`src/rtl/vsynth_voice_pkg.sv`:
```
// Shared definitions for the voice allocator: voice-state encodings,
// default geometry and a constant clog2 helper.
package vsynth_voice_pkg;

  localparam int DEF_NUM_VOICES = 4;
  localparam int DEF_NOTE_W     = 7;

  typedef enum logic [1:0] {
    VS_FREE = 2'd0,
    VS_HELD = 2'd1,
    VS_REL  = 2'd2
  } vstate_e;

  function automatic int clog2(input int v);
    int r;
    r = 0;
    while ((1 << r) < v) r++;
    return r;
  endfunction

endpackage

```
`src/rtl/voice_age_tracker.sv`:
```
// Age permutation for the voice pool; age 0 is the most recently triggered
// voice. Also reports the oldest RELEASING and oldest HELD voice.
module voice_age_tracker
  import vsynth_voice_pkg::*;
#(
  parameter int NUM_VOICES = DEF_NUM_VOICES,
  parameter int VID_W      = clog2(DEF_NUM_VOICES)
) (
  input  logic                             clk,
  input  logic                             rst,
  input  logic                             touch,
  input  logic [VID_W-1:0]                 touch_idx,
  input  logic [NUM_VOICES-1:0][1:0]       state,
  output logic [VID_W-1:0]                 old_rel_idx,
  output logic                             old_rel_vld,
  output logic [VID_W-1:0]                 old_held_idx,
  output logic                             old_held_vld
);

  logic [NUM_VOICES-1:0][VID_W-1:0] age;
  logic [VID_W-1:0]                 rel_age, held_age;

  // Touched voice becomes youngest; only voices younger than it shift up,
  // which keeps the ages a permutation.
  always_ff @(posedge clk or posedge rst) begin
    if (rst) begin
      for (int i = 0; i < NUM_VOICES; i++) age[i] <= VID_W'(i);
    end else if (touch) begin
      for (int i = 0; i < NUM_VOICES; i++) begin
        if (touch_idx == VID_W'(i))        age[i] <= '0;
        else if (age[i] < age[touch_idx])  age[i] <= age[i] + 1'b1;
      end
    end
  end

  always_comb begin
    old_rel_vld  = 1'b0;
    old_rel_idx  = '0;
    rel_age      = '0;
    old_held_vld = 1'b0;
    old_held_idx = '0;
    held_age     = '0;
    for (int i = 0; i < NUM_VOICES; i++) begin
      if (state[i] == VS_REL && (!old_rel_vld || age[i] > rel_age)) begin
        old_rel_vld = 1'b1;
        old_rel_idx = VID_W'(i);
        rel_age     = age[i];
      end
      if (state[i] == VS_HELD && (!old_held_vld || age[i] > held_age)) begin
        old_held_vld = 1'b1;
        old_held_idx = VID_W'(i);
        held_age     = age[i];
      end
    end
  end

endmodule

```
`src/rtl/adsr_voice_alloc.sv`:
```
// Polyphonic voice allocator: maps note events onto envelope voices, drives
// gate strobes, retriggers/steals voices and frees them on release complete.
module adsr_voice_alloc
  import vsynth_voice_pkg::*;
#(
  parameter int NUM_VOICES = DEF_NUM_VOICES,
  parameter int NOTE_W     = DEF_NOTE_W,
  parameter int VID_W      = clog2(NUM_VOICES)
) (
  input  logic                         clk,
  input  logic                         rst,
  input  logic                         note_on,
  input  logic                         note_off,
  input  logic [NOTE_W-1:0]            note_num,
  input  logic [NUM_VOICES-1:0]        voice_idle,
  output logic [NUM_VOICES-1:0]        gate_on,
  output logic [NUM_VOICES-1:0]        gate_off,
  output logic [NUM_VOICES*NOTE_W-1:0] voice_note,
  output logic [NUM_VOICES-1:0]        voice_busy,
  output logic                         steal
);

  logic [NUM_VOICES-1:0][1:0]        state;
  logic [NUM_VOICES-1:0][1:0]        st1;
  logic [NUM_VOICES-1:0][NOTE_W-1:0] notes;

  logic             off_vld;
  logic [VID_W-1:0] off_idx;
  logic             hit_vld, free_vld;
  logic [VID_W-1:0] hit_idx, free_idx;
  logic             rel_vld, held_vld;
  logic [VID_W-1:0] rel_idx, held_idx;
  logic [VID_W-1:0] tgt;
  logic             tgt_steal;

  assign voice_note = notes;

  always_comb begin
    for (int i = 0; i < NUM_VOICES; i++) voice_busy[i] = (state[i] != VS_FREE);
  end

  // note_off resolves first; st1 is the state vector note_on selects against.
  always_comb begin
    off_vld = 1'b0;
    off_idx = '0;
    for (int i = NUM_VOICES - 1; i >= 0; i--) begin
      if (note_off && state[i] == VS_HELD && notes[i] == note_num) begin
        off_vld = 1'b1;
        off_idx = VID_W'(i);
      end
    end
    st1 = state;
    if (off_vld) st1[off_idx] = VS_REL;
  end

  voice_age_tracker #(
    .NUM_VOICES (NUM_VOICES),
    .VID_W      (VID_W)
  ) u_age (
    .clk          (clk),
    .rst          (rst),
    .touch        (note_on),
    .touch_idx    (tgt),
    .state        (st1),
    .old_rel_idx  (rel_idx),
    .old_rel_vld  (rel_vld),
    .old_held_idx (held_idx),
    .old_held_vld (held_vld)
  );

  always_comb begin
    hit_vld  = 1'b0;
    hit_idx  = '0;
    free_vld = 1'b0;
    free_idx = '0;
    for (int i = NUM_VOICES - 1; i >= 0; i--) begin
      if (st1[i] != VS_FREE && notes[i] == note_num) begin
        hit_vld = 1'b1;
        hit_idx = VID_W'(i);
      end
      if (st1[i] == VS_FREE) begin
        free_vld = 1'b1;
        free_idx = VID_W'(i);
      end
    end
    tgt       = '0;
    tgt_steal = 1'b0;
    if (hit_vld) begin
      tgt = hit_idx;
    end else if (free_vld) begin
      tgt = free_idx;
    end else if (rel_vld) begin
      tgt       = rel_idx;
      tgt_steal = 1'b1;
    end else if (held_vld) begin
      tgt       = held_idx;
      tgt_steal = 1'b1;
    end
  end

  always_ff @(posedge clk or posedge rst) begin
    if (rst) begin
      state    <= '0;
      notes    <= '0;
      gate_on  <= '0;
      gate_off <= '0;
      steal    <= 1'b0;
    end else begin
      steal <= note_on && tgt_steal;
      for (int i = 0; i < NUM_VOICES; i++) begin
        gate_on[i]  <= 1'b0;
        // A same-cycle note_on on the released voice is a retrigger: no gate_off.
        gate_off[i] <= off_vld && off_idx == VID_W'(i) &&
                       !(note_on && tgt == VID_W'(i));
        if (note_on && tgt == VID_W'(i)) begin
          state[i]   <= VS_HELD;
          notes[i]   <= note_num;
          gate_on[i] <= 1'b1;
        end else if (state[i] == VS_REL && voice_idle[i]) begin
          state[i] <= VS_FREE;
        end else begin
          state[i] <= st1[i];
        end
      end
    end
  end

endmodule

```
`config.mk`:
```
export PLATFORM = sky130hd
export DESIGN_NAME = adsr_voice_alloc
export DESIGN_NICKNAME = d
export VERILOG_FILES = /design/src/rtl/vsynth_voice_pkg.sv /design/src/rtl/voice_age_tracker.sv /design/src/rtl/adsr_voice_alloc.sv
export SDC_FILE = /design/constraint.sdc
export NUM_CORES = 1
export LEC_CHECK = 0
export CAP_MARGIN = 15
export CORE_ASPECT_RATIO = 0.5
export CORE_MARGIN = 2
export CORE_UTILIZATION = 55
export DETAILED_ROUTE_END_ITERATION = 12
export HOLD_SLACK_MARGIN = 0.03
export PLACE_DENSITY = 0.82
export SETUP_SLACK_MARGIN = 0.1
export SLEW_MARGIN = 20
export SYNTH_ARGS = -nofsm -noshare
export SYNTH_HDL_FRONTEND = slang
export SYNTH_SLANG_ARGS = --single-unit
```
`constraint.sdc`:
```
create_clock -name clk -period 14.2 [get_ports clk]
set_input_delay 1.42 -clock clk [delete_from_list [all_inputs] [get_ports clk]]
set_output_delay 1.42 -clock clk [all_outputs]
set_load 0.05 [all_outputs]
```
==> qor_table.md, run 1 <==
| Item | This run | Unit |
|---|---|---|
| Vias in the first global route | 2659 | - |
| Sum of negative setup slack | 0 | ns |
| TritonCTS buffer count | 5 | - |
| Share of async-settable or async-resettable flops after synthesis | 100 | % |
| CTS tree | done | - |
| Post-synthesis cell type with the largest combined area | sky130_fd_sc_hd__dfrtp_1 | - |
| Most Frequent Cell on Critical Path | sky130_fd_sc_hd__nand2_1 | - |
| Antenna violations before repair | 0 | - |
| Final Hold Violating Endpoints | 0 | - |
| Starting utilization of the core area | 57.4 | % |
| Flop and latch count out of synthesis | 53 | - |
| Fraction of final layout cells sized beyond drive strength 1 | 21.1 | % |
| Cell count after synthesis | 326 | - |
| Worst Setup End Kind | flop | - |
| Minimum clock period | 8.61 | ns |
| Post-CTS Repair Setup Buffers | 0 | - |
| Count of unresolved DRC violations after routing | 0 | - |
| Hold/Removal Path Class | reg2reg | - |
| Placer Congestion | 0.971 | - |
| Die X-Extent | 117 | microns |
| Crit path arrival time | 8.79 | ns |
| Routed vias/inst | 5.90 | - |
| Floorplan die area | 0.00709 | sq mm |
| Die height | 60.6 | microns |
| Proportion of netlist area held by the largest area contributor | 34.8 | % |
| Sequential area share after synthesis | 37.8 | % |
| Half-perimeter wire length after detailed placement | 6.47 | mm |
| Yosys warning count | 0 | - |
| Number of placement rows | 20 | - |
| Post-CTS sizing | 0 | - |
| Total count of max-transition violations in the final report | 0 | - |
| Final period util | 60.6 | % |
| Final #Nets | 402 | - |
| Max incr delay on CP | 0.81 | ns |
| Count of pins on the block boundary | 56 | - |
| Buffers from clock root to sink, at most | 2 | - |
| Top achievable clock speed | 0.116 | GHz |
| Most repeated cell in the gate-level netlist after synthesis | sky130_fd_sc_hd__dfrtp_1 | - |
| Number of sinks driven by the clock tree | 53 | - |
| Tightest Pin Transition | 1.05 | ns |
| Root cell of the clock tree | sky130_fd_sc_hd__clkbuf_16 | - |
| DR iter-0 viols | 248 | - |
| Post-Synthesis Cell Area | 0.00352 | sq mm |
| Post-synth EDFFs | 0 | - |
| Max-capacitance violation count | 0 | - |
| Outcome | finished, final reports clean | - |
| Number of unique standard cell types used by synthesis | 71 | - |
| Required time of the critical path | 14.38 | ns |
| CTS Hold Bufs | 0 | - |
| Biggest area contributors in the synthesized netlist | sky130_fd_sc_hd__dfrtp_1, sky130_fd_sc_hd__mux2_2, sky130_fd_sc_hd__xnor2_1, sky130_fd_sc_hd__ha_1, sky130_fd_sc_hd__dfstp_2 | - |
| Clock latency of the later-clocked register in the worst-skew pair | 0.29 | ns |
| Detailed Routing Iterations Pass 1 | 4 | - |
| Worst Setup Start Kind | input port | - |
| Area of the placeable core | 0.00613 | sq mm |
| Diodes inserted | 0 | - |
| Number of failing setup endpoints in the final timing report | 0 | - |
| Total track usage | 25.7 | % |
| Core occupancy in the finished layout | 68.8 | % |
| Primary FF master, synth | sky130_fd_sc_hd__dfrtp_1 | - |
| Total wire length | 8.59 | mm |
| Remaining global-route overflow | 0 | - |
| Mean routed wirelength per cell | 18.5 | microns |
| Setup repair after global routing missed its margin | false | - |
| Antenna Nets Post-Route | 0 | - |
| Maximum number of pins on one net before global-route repair | 54 | - |
| Most numerous cell types in the synthesized netlist | sky130_fd_sc_hd__dfrtp_1, sky130_fd_sc_hd__mux2_2, sky130_fd_sc_hd__nand2_1 | - |
| First-pass GRT wire length | 13.8 | mm |
| Clock Pin Slew Worst Setup and Hold Paths | 0.07 | ns |
| Routed vias | 2733 | - |
| Count of input and output buffers | 55 | - |
| Worst slew slack as a fraction of its limit | 29.5 | % |
| Slowest-stage cell, CP | sky130_fd_sc_hd__nor2_1 | - |
| WS Path Type | in2reg | - |
| Post-synth net total | 353 | - |
| H-Tree Depth | 2 | - |
| Worst setup skew after layout | 0.00655 | ns |
| Mean post-synth cell area | 10.8 | sq um |
| Area Growth Syn to Fin | 19.8 | % |
| Maximum fanout along the worst path | 13 | - |
[path summary, 6_finish.rpt]
kind	startpoint	to	slack (ns)	cells after the start
min	u_age.age[6]$_DFFE_PP1P_	u_age.age[7]$_DFFE_PP1P_	0.53	2
max in group asynchronous	rst	u_age.age[0]$_DFFE_PP0P_	12.04	2
max	note_num[6]	voice_note[19]$_DFFE_PP0P_	5.59	25
min in group asynchronous	rst	voice_note[24]$_DFFE_PP0P_	1.62	2
min reg2reg	u_age.age[6]$_DFFE_PP1P_	u_age.age[7]$_DFFE_PP1P_	0.53	2
max reg2reg	voice_note[0]$_DFFE_PP0P_	voice_note[19]$_DFFE_PP0P_	7.01	24
[layout make-up]
class	count	area, sq um
timing repair buffer	56	558
sequential	53	1330
clock inverter	2	16.3
inverter	19	72.6
multi-input combinational	240	2000
fill	487	1920
clock buffer	5	125
tap	88	110
[critical path, delay by kind of cell]
kind | cells | cell delay [ns]
AOI/OAI and AO/OA | 8 | 1.85
buffers and inverters | 1 | 0.72
muxes | 2 | 0.71
and+or+nand+nor | 10 | 2.94
xor gates and xnor gates | 1 | 0.18
adders and majority gates | 3 | 0.95
[through the flow]
step                hold slack, ns  instance area (sq um)  cells  worst slack [ns]
CTS                          0.526                   4210    463              5.65
finish                       0.530                   4220    463              5.59
global placement             0.499                   4070    456              5.80
floorplan                    0.485                   3520    326              7.06
detailed placement           0.517                   4070    456              5.37
global route                 0.541                   4220    463              5.15
[per-layer routing]
metal	up-vias	part of all wire, %	GRT usage, %
li1	1279	-	-
met5	-	0	0
met4	0	1.6	7.06
met3	14	6.2	3.70
met2	111	46	41.0
met1	1329	46	37.5
[flip-flops by register name (all words and copies together) (netlist names)]
signal      count
steal           1
gate_off        4
gate_on         4
u_age.age       8
state           8
voice_note     28
[cell usage in the layout (no fill, tap or decap), types with 5 or more instances in the layout]
master	instances
sky130_fd_sc_hd__dfrtp_1	49
sky130_fd_sc_hd__mux2_2	31
sky130_fd_sc_hd__xnor2_1	18
sky130_fd_sc_hd__ha_1	12
sky130_fd_sc_hd__nor2b_1	7
sky130_fd_sc_hd__clkbuf_16	5
sky130_fd_sc_hd__xnor2_2	5
sky130_fd_sc_hd__clkdlybuf4s50_1	55
sky130_fd_sc_hd__nand2_1	21
sky130_fd_sc_hd__nand3_1	7
sky130_fd_sc_hd__nor4_1	6
sky130_fd_sc_hd__inv_1	18
sky130_fd_sc_hd__a21oi_1	17
sky130_fd_sc_hd__a21o_1	5
sky130_fd_sc_hd__a211oi_1	5
sky130_fd_sc_hd__o21ai_0	13
sky130_fd_sc_hd__nor2_1	12
[cells by family (layout without fill, tap and decap cells)]
| kind of cell | count (synthesis) | count (layout) | synth area share [%] |
|---|---|---|---|
| AND/OR/NAND/NOR | 90 | 90 | 15.8 |
| AO/OA/AOI/OAI | 73 | 73 | 16.4 |
| flip-flops | 53 | 53 | 37.8 |
| multiplexers | 37 | 37 | 12.1 |
| buffers and inverters | 33 | 82 | 5.44 |
| XOR/XNOR | 28 | 28 | 8.25 |
| adder cells (fa/ha/maj) | 12 | 12 | 4.27 |
Power of run 1 is left out: the tool's default activity adds up to more than one toggle a clock period on the data nets, which glitch-free logic cannot reach.
==> inputs of run 2 (changes only) <==
--- a/config.mk
+++ b/config.mk
@@ -8,10 +8,10 @@
 export CAP_MARGIN = 15
 export CORE_ASPECT_RATIO = 0.5
 export CORE_MARGIN = 2
-export CORE_UTILIZATION = 55
+export CORE_UTILIZATION = 54
 export DETAILED_ROUTE_END_ITERATION = 12
 export HOLD_SLACK_MARGIN = 0.03
-export PLACE_DENSITY = 0.82
+export PLACE_DENSITY = 0.8
 export SETUP_SLACK_MARGIN = 0.1
 export SLEW_MARGIN = 20
 export SYNTH_ARGS = -nofsm -noshare
==> constraint.sdc (replaced) <==
create_clock -name clk -period 8.1 [get_ports clk]
set_input_delay 0.81 -clock clk [delete_from_list [all_inputs] [get_ports clk]]
set_output_delay 0.81 -clock clk [all_outputs]
set_load 0.05 [all_outputs]
==> run 2 against run 1 <==
  * Clock skew is essentially flat
  * Setup slack worse by 5.1 ns
  * Sequential share of layout area is 0.91 points lower
  * Die area up 1.8%
  * Non-clock buffer count increased by 9
  * Critical path type unchanged
  * Critical endpoint is now voice_note[14]$_DFFE_PP0P_
  * Highest routed layer unchanged
==> qor_table.md, run 2 (synthesized netlist as in run 1, its figures left out) <==
| Item | This run | Unit |
|---|---|---|
| Commonest cells after routing, fill and taps aside | sky130_fd_sc_hd__clkdlybuf4s50_1, sky130_fd_sc_hd__dfrtp_1, sky130_fd_sc_hd__mux2_2 | - |
| Slack of the worst reg-to-reg path | 1.18 | ns |
| Setup repair after global routing missed its margin | false | - |
| Detailed Routing Iterations Pass 1 | 4 | - |
| Most used routing layer | met2 | - |
| H-Tree Depth | 2 | - |
| Number of flip-flops under the largest register name | 28 | - |
| First-pass GRT wire length | 13.9 | mm |
| Count of input and output buffers | 55 | - |
| Top achievable clock speed | 0.132 | GHz |
| Fraction of met3 tracks used by global routing | 5.09 | % |
| Placer Congestion | 0.961 | - |
| Count of unresolved DRC violations after routing | 0 | - |
| DR iter-0 viols | 221 | - |
| Final Hold Violating Endpoints | 0 | - |
| Maximum number of pins on one net before global-route repair | 54 | - |
| Antenna Nets Post-Route | 0 | - |
| Tightest Pin Transition | 0.944 | ns |
| Worst Setup Start Kind | input port | - |
| CTS tree | done | - |
| Final #Nets | 412 | - |
| Number of failing setup endpoints in the final timing report | 0 | - |
| Total count of max-transition violations in the final report | 0 | - |
| CTS Hold Bufs | 0 | - |
| Worst setup skew after layout | 0.00667 | ns |
| Clock latency of the later-clocked register in the worst-skew pair | 0.30 | ns |
| Worst path buffer plus inverter count | 3 | - |
| Count of pins on the block boundary | 56 | - |
| Antenna violations before repair | 0 | - |
| Worst Setup End Kind | flop | - |
| Maximum fanout along the worst path | 11 | - |
| Worst slew slack as a fraction of its limit | 36.5 | % |
| Area of the placeable core | 0.00618 | sq mm |
| Buffers from clock root to sink, at most | 2 | - |
| Starting utilization of the core area | 56.9 | % |
| Root cell of the clock tree | sky130_fd_sc_hd__clkbuf_16 | - |
| Die X-Extent | 118 | microns |
| Crit path max-delay family | simple AND/OR/NAND/NOR gates | - |
| Crit path arrival time | 7.78 | ns |
| Commonest non-fill, non-tap cell in the layout | sky130_fd_sc_hd__clkdlybuf4s50_1 | - |
| Slowest-stage cell, CP | sky130_fd_sc_hd__clkdlybuf4s50_1 | - |
| Mean routed wirelength per cell | 18.8 | microns |
| GRT met2 Usage | 41.1 | % |
| Outcome | finished, final reports clean | - |
| Half-perimeter wire length after detailed placement | 6.69 | mm |
| Total track usage | 25.5 | % |
| WS Path Type | in2reg | - |
| Hold/Removal Path Class | reg2reg | - |
| Met1 usage | 34.7 | % |
| Minimum clock period | 7.59 | ns |
| Sum of negative setup slack | 0 | ns |
| Most Frequent Cell on Critical Path | sky130_fd_sc_hd__nand2_1 | - |
| Area Growth Syn to Fin | 23.3 | % |
| Final period util | 93.7 | % |
| Total wire length | 8.89 | mm |
| Diodes inserted | 0 | - |
| Routed vias/inst | 5.92 | - |
| Die height | 61.1 | microns |
| Number of placement rows | 20 | - |
| Vias in the first global route | 2654 | - |
| Max-capacitance violation count | 0 | - |
| Fraction of final layout cells sized beyond drive strength 1 | 24.1 | % |
| TritonCTS buffer count | 5 | - |
| Routed vias | 2807 | - |
| Number of sinks driven by the clock tree | 53 | - |
| Max incr delay on CP | 0.69 | ns |
| Remaining global-route overflow | 0 | - |
| Required time of the critical path | 8.28 | ns |
| Clock Pin Slew Worst Setup and Hold Paths | 0.07 | ns |
| Floorplan die area | 0.00722 | sq mm |
## run 2: cell count changes in the layout (fill, tap and decap cells not counted)
cell / change
sky130_fd_sc_hd__o21ai_1: +1
sky130_fd_sc_hd__buf_4: +9
sky130_fd_sc_hd__or4_1: -1
sky130_fd_sc_hd__clkdlybuf4s50_1: -1
sky130_fd_sc_hd__bufinv_16: +1
sky130_fd_sc_hd__mux2i_2: +3
sky130_fd_sc_hd__dlymetal6s2s_1: +1
sky130_fd_sc_hd__or4_4: +1
sky130_fd_sc_hd__mux2i_1: -2
sky130_fd_sc_hd__o21ai_0: -1
## run 2: timing repair
action                                  CTS  global route
endpoints found under the setup margin    0            34
buffers inserted                          0             3
gates resized for setup                   0             5
## run 2: worst reg2reg max path: cells and delay by family (launching register included)
kind | cells | cell delay [ns]
adder cells (fa/ha/maj) | 3 | 0.94
buffers and inverters | 2 | 0.46
AND/OR/NAND/NOR | 10 | 2.15
XOR/XNOR | 1 | 0.26
flip-flops | 1 | 0.41
AO/OA/AOI/OAI | 8 | 1.91
multiplexers | 2 | 0.64
## run 2: per-layer routing
metal,up-vias,routed length (microns)
met4,0,201
met2,106,4040
li1,1305,-
met3,17,599
met5,-,0
met1,1379,4050
## run 2: layout make-up
type                    instances  area [sq um]
multi-input cells             241          2030
well taps                      88           110
clock inverters                 3          46.3
flip-flops and latches         53          1330
inverters                      19          72.6
clock buffers                   5           125
repair buffers                 65           628
fillers                       477          1840
## run 2: per-stage QoR
| step | std cells | setup WS [ns] | area [sq um] | hold WS, ns | util (%) |
|---|---|---|---|---|---|
| finish | 474 | 0.507 | 4340 | 0.521 | 70.2 |
| global route | 474 | 0.130 | 4340 | 0.541 | 70.2 |
| CTS | 470 | 0.392 | 4290 | 0.518 | 69.4 |
| detailed placement | 462 | 0.177 | 4120 | 0.509 | 66.6 |
| global placement | 462 | 0.508 | 4120 | 0.499 | 66.6 |
| floorplan | 326 | 1.57 | 3520 | 0.485 | - |
## run 2: worst paths after layout
kind                                           start                         end  cells after the start
min in group asynchronous                        rst  voice_note[24]$_DFFE_PP0P_                      2
min                         u_age.age[6]$_DFFE_PP1P_    u_age.age[7]$_DFFE_PP1P_                      2
max reg2reg                voice_note[0]$_DFFE_PP0P_  voice_note[14]$_DFFE_PP0P_                     26
max                                      note_num[5]  voice_note[14]$_DFFE_PP0P_                     27
max in group asynchronous                        rst          state[3]$_DFF_PP0_                      2
min reg2reg                 u_age.age[6]$_DFFE_PP1P_    u_age.age[7]$_DFFE_PP1P_                      2
Power of run 2 is left out for the same reason.
==> inputs of run 3 (changes only) <==
--- a/config.mk
+++ b/config.mk
@@ -10,6 +10,7 @@
 export CORE_MARGIN = 2
 export CORE_UTILIZATION = 54
 export DETAILED_ROUTE_END_ITERATION = 12
+export GPL_TIMING_DRIVEN = 0
 export HOLD_SLACK_MARGIN = 0.03
 export PLACE_DENSITY = 0.8
 export SETUP_SLACK_MARGIN = 0.1
==> run 3 against run 2 <==
  * Core utilization is 0.75 points lower
  * First-iteration DRC count is 8.1% lower
  * Critical path type unchanged
  * Via count is 2.7% lower
  * Sequential cell count stayed put
  * Sequential share of layout area is 0.33 points higher
  * Critical endpoint is now voice_note[1]$_DFFE_PP0P_
  * Die area stayed put
  * Register-to-register slack worse by 0.19 ns
  * Largest cell class unchanged
==> qor_table.md, run 3 (synthesized netlist as in run 1, its figures left out) <==
| Item | This run | Unit |
|---|---|---|
| Post-CTS Repair Setup Buffers | 0 | - |
| Combined flip-flop and latch cell area | 0.00133 | sq mm |
| Number of failing setup endpoints in the final timing report | 0 | - |
| Final Hold Violating Endpoints | 0 | - |
| Sum of negative setup slack | 0 | ns |
| Antenna violations before repair | 0 | - |
| Placer Congestion | 0.973 | - |
| Top achievable clock speed | 0.136 | GHz |
| Worst slew slack as a fraction of its limit | 39.3 | % |
| Maximum fanout along the worst path | 10 | - |
| CTS Hold Bufs | 0 | - |
| Clock latency of the later-clocked register in the worst-skew pair | 0.30 | ns |
| Final #Nets | 409 | - |
| Fraction of final layout cells sized beyond drive strength 1 | 24.1 | % |
| Number of flip-flops under the largest register name | 28 | - |
| Max-capacitance violation count | 0 | - |
| Worst setup skew after layout | 0.0116 | ns |
| Worst Setup End Kind | flop | - |
| First-pass GRT wire length | 13.9 | mm |
| H-Tree Depth | 2 | - |
| Routed vias/inst | 5.81 | - |
| Minimum clock period | 7.33 | ns |
| Antenna Nets Post-Route | 0 | - |
| Die height | 61.1 | microns |
| Total track usage | 25.1 | % |
| Detailed Routing Iterations Pass 1 | 4 | - |
| Total wire length | 8.59 | mm |
| Starting utilization of the core area | 56.9 | % |
| Commonest non-fill, non-tap cell in the layout | sky130_fd_sc_hd__dfrtp_1 | - |
| Routed vias | 2730 | - |
| Tightest Pin Transition | 0.902 | ns |
| Floorplan die area | 0.00722 | sq mm |
| Vias in the first global route | 2737 | - |
| Number of sinks driven by the clock tree | 53 | - |
| Post-CTS sizing | 0 | - |
| Mean routed wirelength per cell | 18.3 | microns |
| Final period util | 90.5 | % |
| TritonCTS buffer count | 5 | - |
| Clock Pin Slew Worst Setup and Hold Paths | 0.07 | ns |
| Total count of max-transition violations in the final report | 0 | - |
| Area Growth Syn to Fin | 22.0 | % |
| Area of the placeable core | 0.00618 | sq mm |
| Maximum number of pins on one net before global-route repair | 36 | - |
| Worst Setup Start Kind | input port | - |
| Commonest cells after routing, fill and taps aside | sky130_fd_sc_hd__dfrtp_1, sky130_fd_sc_hd__clkdlybuf4s50_1, sky130_fd_sc_hd__mux2_2 | - |
| Root cell of the clock tree | sky130_fd_sc_hd__clkbuf_16 | - |
| Hold/Removal Path Class | reg2reg | - |
| Required time of the critical path | 8.28 | ns |
| Area occupied by multi-input gates | 0.00200 | sq mm |
| Crit path arrival time | 7.51 | ns |
| WS Path Type | in2reg | - |
| Count of pins on the block boundary | 56 | - |
| Count of filler cells inserted in the layout | 500 | - |
| Count of unresolved DRC violations after routing | 0 | - |
| Number of placement rows | 20 | - |
| Count of input and output buffers | 48 | - |
| Setup repair after global routing missed its margin | false | - |
| Buffers from clock root to sink, at most | 2 | - |
| Outcome | finished, final reports clean | - |
| Remaining global-route overflow | 0 | - |
| CTS tree | done | - |
| DR iter-0 viols | 203 | - |
| Die X-Extent | 118 | microns |
| Half-perimeter wire length after detailed placement | 6.66 | mm |
| Diodes inserted | 0 | - |
[run 3: cell types whose count changed in the layout (fill, tap and decap cells not counted), sizes merged, moves of 2 or more]
cell           delta
clkdlybuf4s50     -6
buf               +5
clkinv            -2
inv               +2
[run 3: final cells by class]
| cell class | count | area share (%) |
|---|---|---|
| plain buffers | 14 | 2.80 |
| clock buffers | 5 | 2.91 |
| clock inverters | 2 | 0.903 |
| inverters | 19 | 1.66 |
| multi-input cells | 240 | 46.5 |
| flip-flops and latches | 53 | 31.0 |
| well taps | 88 | 2.56 |
| repair buffers | 49 | 11.7 |
[run 3: worst paths after layout]
check                                          start                   endpoint  slack [ns]  cells after the start
max                                         note_off  voice_note[1]$_DFFE_PP0P_        0.77                     27
min                         u_age.age[6]$_DFFE_PP1P_   u_age.age[7]$_DFFE_PP1P_        0.52                      2
max reg2reg                voice_note[0]$_DFFE_PP0P_  voice_note[1]$_DFFE_PP0P_        0.99                     27
min reg2reg                 u_age.age[6]$_DFFE_PP1P_   u_age.age[7]$_DFFE_PP1P_        0.52                      2
max in group asynchronous                        rst   u_age.age[7]$_DFFE_PP1P_        6.68                      3
min in group asynchronous                        rst       gate_on[3]$_DFF_PP0_        0.83                      2
[run 3: through the flow]
step / hold WS (ns) / cells / instance area [sq um] / util [%] / worst slack [ns]
6_report: 0.525 / 470 / 4290 / 69.5 / 0.772
5_1_grt: 0.571 / 470 / 4290 / 69.5 / 0.334
4_1_cts: 0.526 / 470 / 4290 / 69.5 / 0.803
3_5_place_dp: 0.508 / 463 / 4130 / 66.8 / 0.587
3_3_place_gp: 0.502 / 462 / 4110 / 66.5 / 0.761
2_1_floorplan: 0.485 / 326 / 3520 / - / 1.57
[run 3: per-layer routing]
| metal | vias to the layer above | part of all wire, % | track usage, % |
|---|---|---|---|
| met5 | - | 0 | 0 |
| met3 | 15 | 6.0 | 3.61 |
| met2 | 87 | 47 | 43.8 |
| met1 | 1336 | 46 | 33.8 |
| li1 | 1292 | - | - |
| met4 | 0 | 1.5 | 7.57 |
[run 3: critical path, cell delays in order]
cell                              delay (ns)
sky130_fd_sc_hd__clkdlybuf4s50_1        0.56
sky130_fd_sc_hd__nand2_1                0.13
sky130_fd_sc_hd__or4_1                  0.40
sky130_fd_sc_hd__buf_2                  0.20
sky130_fd_sc_hd__nand2_1                0.16
sky130_fd_sc_hd__nand2_1                0.09
sky130_fd_sc_hd__ha_1                   0.32
sky130_fd_sc_hd__nor2b_1                0.13
sky130_fd_sc_hd__o21ai_0                0.35
sky130_fd_sc_hd__a21o_1                 0.18
sky130_fd_sc_hd__a32oi_1                0.13
sky130_fd_sc_hd__ha_1                   0.32
sky130_fd_sc_hd__nor2b_1                0.15
sky130_fd_sc_hd__a2bb2oi_1              0.36
sky130_fd_sc_hd__or2b_2                 0.35
sky130_fd_sc_hd__o21ai_0                0.08
sky130_fd_sc_hd__nand2_1                0.11
sky130_fd_sc_hd__nand2_1                0.07
sky130_fd_sc_hd__o21ai_0                0.09
sky130_fd_sc_hd__ha_1                   0.33
sky130_fd_sc_hd__a21oi_1                0.24
sky130_fd_sc_hd__a221oi_4               0.06
sky130_fd_sc_hd__o2bb2ai_1              0.27
sky130_fd_sc_hd__a21oi_4                0.15
sky130_fd_sc_hd__nor3b_1                0.63
sky130_fd_sc_hd__buf_2                  0.42
sky130_fd_sc_hd__mux2_2                 0.38
Power of run 3 is left out for the same reason.
